<file path="src/rtl/address_generator_2d.sv">
// address_generator_2d
//   Raster-scan address generator over a rectangular window of a linear
//   memory. A start pulse latches base/cols/rows/stride (and the continuous
//   flag); each enable-accepted address advances the scan along the row and
//   then jumps to the next row start (row_base + stride). Single-shot scans end
//   with a one-cycle done pulse; continuous scans wrap to base with no gap.
//
// Ports
//   clock, reset          rising-edge clock, async active-high reset
//   start, stop           begin a scan (IDLE only) / abort to IDLE (priority)
//   enable                consumer accepts the current address
//   continuous            latched at start: wrap forever instead of finishing
//   cfg_base/cols/rows/stride  window description, latched at start
//   address, valid        current address and its qualifier
//   last_col, last_row    current element ends a row / lies in the last row
//   busy, done            not IDLE / single-shot completion pulse
module address_generator_2d #(
    parameter int             AW         = 16,
    parameter int             DW         = 10,
    parameter logic [AW-1:0]  RESET_ADDR = '0
) (
    input  logic          clock,
    input  logic          reset,
    input  logic          start,
    input  logic          stop,
    input  logic          enable,
    input  logic          continuous,
    input  logic [AW-1:0] cfg_base,
    input  logic [DW-1:0] cfg_cols,
    input  logic [DW-1:0] cfg_rows,
    input  logic [AW-1:0] cfg_stride,
    output logic [AW-1:0] address,
    output logic          valid,
    output logic          last_col,
    output logic          last_row,
    output logic          busy,
    output logic          done
);

    typedef enum logic [1:0] {S_IDLE, S_RUN, S_DONE} state_t;

    localparam logic [DW-1:0] ONE = DW'(1);

    state_t        state_q, state_d;
    logic [AW-1:0] addr_q, addr_d;
    logic [AW-1:0] row_base_q, row_base_d;
    logic [AW-1:0] base_q, base_d;
    logic [AW-1:0] stride_q, stride_d;
    logic [DW-1:0] col_q, col_d;
    logic [DW-1:0] row_q, row_d;
    logic [DW-1:0] cols_q, cols_d;
    logic [DW-1:0] rows_q, rows_d;
    logic          cont_q, cont_d;

    logic col_end, row_end;

    // cols_q/rows_q are never zero while in RUN, so the -1 cannot underflow
    // where the decode matters; outside RUN the results are masked by valid.
    assign col_end = (col_q == cols_q - ONE);
    assign row_end = (row_q == rows_q - ONE);

    always_comb begin
        state_d    = state_q;
        addr_d     = addr_q;
        row_base_d = row_base_q;
        base_d     = base_q;
        stride_d   = stride_q;
        col_d      = col_q;
        row_d      = row_q;
        cols_d     = cols_q;
        rows_d     = rows_q;
        cont_d     = cont_q;

        case (state_q)
            S_IDLE: begin
                addr_d = RESET_ADDR;
                // Zero-sized windows are rejected outright.
                if (start && (cfg_cols != '0) && (cfg_rows != '0)) begin
                    state_d    = S_RUN;
                    base_d     = cfg_base;
                    stride_d   = cfg_stride;
                    cols_d     = cfg_cols;
                    rows_d     = cfg_rows;
                    cont_d     = continuous;
                    addr_d     = cfg_base;
                    row_base_d = cfg_base;
                    col_d      = '0;
                    row_d      = '0;
                end
            end
            S_RUN: begin
                if (stop) begin
                    state_d = S_IDLE;
                    addr_d  = RESET_ADDR;
                    col_d   = '0;
                    row_d   = '0;
                end else if (enable) begin
                    if (!col_end) begin
                        col_d  = col_q + ONE;
                        addr_d = addr_q + AW'(1);
                    end else if (!row_end) begin
                        col_d      = '0;
                        row_d      = row_q + ONE;
                        row_base_d = row_base_q + stride_q;
                        addr_d     = row_base_q + stride_q;
                    end else if (cont_q) begin
                        col_d      = '0;
                        row_d      = '0;
                        row_base_d = base_q;
                        addr_d     = base_q;
                    end else begin
                        state_d = S_DONE;
                        addr_d  = RESET_ADDR;
                        col_d   = '0;
                        row_d   = '0;
                    end
                end
            end
            S_DONE: begin
                // Stop here also lands in IDLE; done is already showing.
                state_d = S_IDLE;
                addr_d  = RESET_ADDR;
            end
            default: begin
                state_d = S_IDLE;
                addr_d  = RESET_ADDR;
            end
        endcase
    end

    always_ff @(posedge clock or posedge reset) begin
        if (reset) begin
            state_q    <= S_IDLE;
            addr_q     <= RESET_ADDR;
            row_base_q <= '0;
            base_q     <= '0;
            stride_q   <= '0;
            col_q      <= '0;
            row_q      <= '0;
            cols_q     <= '0;
            rows_q     <= '0;
            cont_q     <= 1'b0;
        end else begin
            state_q    <= state_d;
            addr_q     <= addr_d;
            row_base_q <= row_base_d;
            base_q     <= base_d;
            stride_q   <= stride_d;
            col_q      <= col_d;
            row_q      <= row_d;
            cols_q     <= cols_d;
            rows_q     <= rows_d;
            cont_q     <= cont_d;
        end
    end

    assign address  = addr_q;
    assign valid    = (state_q == S_RUN);
    assign busy     = (state_q != S_IDLE);
    assign done     = (state_q == S_DONE);
    assign last_col = valid & col_end;
    assign last_row = valid & row_end;

endmodule

</file>
<file path="config.mk">
export PLATFORM = sky130hd
export DESIGN_NAME = address_generator_2d
export DESIGN_NICKNAME = d
export VERILOG_FILES = /design/src/rtl/address_generator_2d.sv
export SDC_FILE = /design/constraint.sdc
export NUM_CORES = 1
export LEC_CHECK = 0
export ABC_AREA = 1
export BUFFER_PORTS_ARGS = -buffer_cell sky130_fd_sc_hd__buf_2
export CORE_UTILIZATION = 45
export CTS_CLUSTER_DIAMETER = 80
export DETAILED_ROUTE_END_ITERATION = 6
export GPL_ROUTABILITY_DRIVEN = 0
export PLACE_DENSITY = 0.65
export SETUP_SLACK_MARGIN = 0.02
export SLEW_MARGIN = 20
export SYNTH_ARGS = -nofsm -noshare
export SYNTH_HDL_FRONTEND = slang
export SYNTH_SLANG_ARGS = --single-unit
export TNS_END_PERCENT = 5
</file>
<file path="constraint.sdc">
create_clock -name clock -period 4.5 [get_ports clock]
set_input_delay 0.9 -clock clock [delete_from_list [all_inputs] [get_ports clock]]
set_output_delay 0.9 -clock clock [all_outputs]
set_load 0.1 [all_outputs]
</file>
* Yosys cells after proc, flatten, opt, wreduce, memory -nomap -nowiden *
Cells that the tools add are included.

word-level totals
  memory bits (read-only) = 0
  register bits = 107
  latch bits = 0
  word-level logic and storage cells = 74
  memories kept = 0
  memory bits (writable) = 0
  output and inout port bits = 21

cells by class
  div/mod/pow operators = 0
  bitwise operators = 2
  $lt $le $gt $ge = 0
  mux-type cells = 31
  shift operators = 0
  equality and inequality tests = 13
  multipliers = 0
  reduce and logical (&&, ||, !) cells = 12
  add/subtract/negate cells = 6

operator list
  operator               count
  $mux 16                12
  $mux 10                8
  $pmux 16 s2            2
  $pmux 10 s2            2
  $add 10x1->10 const B  2
  $eq 10x10->1           2
  $reduce_bool 10->1     2
  $sub 10x1->10 const B  2
  $add 16x1->16 const B  1
  $add 16x16->16         1
  $mux 2                 6
  $ne 3x3->1 const B     3
  $ne 2x2->1 const B     3
  $ne 3x2->1 const B     2
  $reduce_and 6->1       1
  $reduce_and 5->1       1
  $pmux 2 s2             1
  $reduce_and 4->1       1
  $reduce_bool 2->1      2
  $reduce_and 3->1       1
  $and 1x1->1            2
  $eq 2x1->1 const B     1
  $eq 2x2->1 const B     1
  $logic_and 1x1->1      2
  other kinds (3)        3

* Longest topological paths before layout *
  depth in word-level cells = 7
  depth in mapped cells = 18
  mapped depth without buffers = 18

* Worst setup path after synthesis *
No wires, ideal clock.

  kind = reg-to-output
  from = register cols_q[0]
  to = output last_col
  arrival = 2.901 ns
  slack = 0.699 ns
  cell stages (with the launch flop) = 12
  path buffers = 1
  cell sequence = dfrtp_1 > inv_2 > ha_1 > xnor2_1 > nor2_1 > nand3_1 > nor2_1 > nand3_1 > nor2_2 > nand2_2 > clkbuf_1 > nor2_1

on the way
  word-level cells in the longest chain between the ends = 3

ends and longest elaborated chain
  element                   line  RTL
  start: declaration        51    logic [DW-1:0] cols_q, cols_d;
  start signal: assignment  151   cols_q <= cols_d;
  $sub 10x1->10             59    assign col_end = (col_q == cols_q - ONE);
  $eq 10x10->1              59
  $and 1x1->1               161   assign last_col = valid & col_end;
  end: declaration          34    output logic last_col,

No other way between the ends.

* Final worst setup path *
Same ends and word-level chain as after synthesis.

==> results_dict.tcl <==
set metrics [dict create \
    status "finished, final reports clean" \
    placementRows 46 \
    r2r-start "stride_q[0]$_DFFE_PP0P_" \
    hold_viol_final 0 \
    port_buffers 78 \
    crit_required_ps 3600 \
    clockBufferDepth 2 \
    finalSetupViolCount 0 \
    synth.distinct_cells 43 \
    syn_to_final_growth_pct 11.9 \
    vdd_drop_max_v 0.000419 \
    layout.nets 1211 \
    grt_start_max_net_pins 73 \
    cts_root_buf "clkbuf_16" \
    yosys_warnings 0 \
    start_util_pct 46.1 \
    grt_setup_unrepaired "false" \
    relSlewSlack_pct 37.4 \
    insertion_delay_ps 360 \
    avgRoutedWirePerCell_um 14.4 \
    fin_setup_tns_ps 0 \
    synth_seq_area_share_pct 36.4 \
    min_period_over_period_pct 78.0 \
    r2r_end "row_base_q[6]$_DFFE_PP0P_" \
    final_cell_mix "382 x nand2_1, 107 x dfrtp_1, 103 x nand3_1, 92 x inv_1, 78 x buf_2" \
    syn_inst 1071 \
    power_per_cell_area_nw_per_um2 722 \
    clk_pin_slew_worst_paths_ps 70 \
    start_kind "flop" \
    die_x_um 130 \
    grtUsageTotal_pct 24.6 \
    drt-pass1-iter-count 5 \
    postCtsSetupBuffers 0 \
    cts_buffers 9 \
    design.core.area_um2 15900 \
    antenna_cells 0 \
    skew_ps 6.82 \
    synth_nets 1150 \
    post-route-drc-count 0 \
    worstRegToRegCells 11 \
    post_cts_resized 0 \
    dp_worst_setup_slack_ps 1390 \
    cp-end-kind "output port" \
    syn-cell-area_um2 7350 \
    fin_crit_ps 3510 \
    crit_type "reg2out" \
    max_freq_ghz 0.285 \
    r2r_setup_slack_ps 1760 \
    vias_per_cell 5.15 \
    dp_hpwl_um 14700 \
    crit_arrival_ps 2610 \
    cts_tree "built" \
    slew_viol_final 0 \
    synth.avg_cell_area_um2 6.87 \
    via_count 6967 \
    drv_cap 0 \
    cts_hold_buf 0 \
    drive_gt1_share_pct 14.1 \
    clkSinkCount 107 \
    cp_max_fo 13 \
    antenna_found_initial 0 \
    hold_start "row_base_q[0]$_DFFE_PP0P_" \
    dieArea_um2 16900 \
    drt_iter0_drc 433 \
    hp-class "reg2reg" \
    min_to "row_base_q[0]$_DFFE_PP0P_" \
    worst_slew_pin_slew_ps 940 \
    grt_pass1_vias 6450 \
    final_common_cell "nand2_1" \
    p_leak_nw 4.21 \
    synth-seq-cells 107 \
    h-tree-depth 3 \
    finalWirelength_um 19500 \
    die_h_um 130 \
    setup_ws_ps 990 \
    min_delay_path_depth 2 \
    grt_pass1_wl_um 31900 \
    grt_overflow 0 \
    whs_ps 482 \
    drtAntennaViolNets 0 \
    ioPinCount 79 \
]
## how the worst max path moves through the flow
stage	cells past startpoint	to	from	slack, ps
after CTS	11	last_col	cols_q[0]$_DFFE_PP0P_	980
after global routing	11	last_col	cols_q[0]$_DFFE_PP0P_	750
after detailed placement	11	last_col	cols_q[0]$_DFFE_PP0P_	1390
final	11	last_col	cols_q[0]$_DFFE_PP0P_	990
after global placement	11	last_col	cols_q[0]$_DFFE_PP0P_	1390
after floorplan	11	last_col	cols_q[0]$_DFFE_PP0P_	700
## power breakdown
group          internal [W]  switching, W  total, W  leakage, nW
clock network      0.000493      0.000372  0.000865        0.162
registers           0.00133      0.000357   0.00168         1.37
logic               0.00106       0.00234   0.00339         2.68
total               0.00287       0.00307   0.00594         4.21
## metal layers
layer | wire length [um] | vias up | global-route usage (%)
met2 | 9530 | 139 | 41.9
met1 | 8900 | 3232 | 32.0
met5 | 0 | - | 0
met4 | 229 | 0 | 5.95
met3 | 833 | 20 | 4.88
li1 | - | 3576 | -
## sequential cells by signal (all words and copies together) (netlist names)
register and count:
base_q 16, cols_q 10, row_base_q 16, row_q 10, cont_q 1, address 16
rows_q 10, col_q 10, state_q 2, stride_q 16
## Yosys cell counts
cell type	instances	area [um^2]
a21boi_0	1	7.51
a21o_1	2	15.0
a21oi_1	30	150
a31oi_1	2	12.5
buf_1	4	15.0
buf_2	6	30.0
buf_4	3	22.5
buf_6	2	22.5
clkbuf_1	20	75.1
clkinv_1	1	3.75
dfrtp_1	107	2680
fa_1	1	20.0
ha_1	20	250
inv_1	94	353
inv_2	17	63.8
inv_4	1	6.26
mux2i_1	4	40.0
nand2_1	382	1430
nand2_2	5	31.3
nand3_1	103	515
nand3_2	2	20.0
nand3_4	1	17.5
nand3b_1	5	37.5
nand4_1	18	113
nor2_1	62	233
nor2_2	8	50.1
nor2_4	3	33.8
nor2_8	1	20.0
nor3_1	14	70.1
nor3_4	2	32.5
nor3b_1	2	15.0
nor4_1	6	37.5
o211ai_1	12	90.1
o21a_1	1	7.51
o21ai_0	60	300
o21ai_1	13	65.1
o21ai_2	4	35.0
o21bai_1	2	15.0
o31ai_1	1	7.51
or2_2	11	68.8
xnor2_1	16	140
xor2_1	21	184
xor2_2	1	16.3
## through the flow
stage | instances | cell area (um^2) | total power, W | utilization [%]
after global routing | 1353 | 8230 | 0.00647 | 51.6
final | 1353 | 8230 | 0.00594 | 51.6
after global placement | 1337 | 7910 | 0.00503 | 49.6
after floorplan | 1071 | 7350 | 0.00431 | -
after detailed placement | 1337 | 7910 | 0.00506 | 49.6
after CTS | 1353 | 8230 | 0.00596 | 51.6
## worst max-delay path, cell delays in order (launching register included)
cell     delay, ps
dfrtp_1        400
inv_2          110
ha_1           240
nand3_4        120
o21ai_1        190
nand2_1         80
nor2_1         110
nand3_2        110
nor2_2         130
nand2_2        180
nor2_1         130
buf_2          440
## logic make-up after synthesis
group           count (synthesis)  share of synthesized area [%]
compound gates                128                           9.60
xor+xnor                       38                           4.63
fa+ha+maj                      21                           3.67
buf+inv                       148                           8.05
flops                         107                           36.4
mux                             4                          0.544
simple gates                  625                           37.1
## cell type report
type | instances | area [um^2]
Timing Repair Buffer | 85 | 443
Clock buffer | 13 | 280
Multi-Input combinational cell | 816 | 4090
Tap cell | 216 | 270
Sequential cell | 107 | 2680
Fill cell | 1684 | 7710
Clock inverter | 3 | 43.8
Inverter | 113 | 429
No activity file was read; power rests on OpenSTA's default activity.
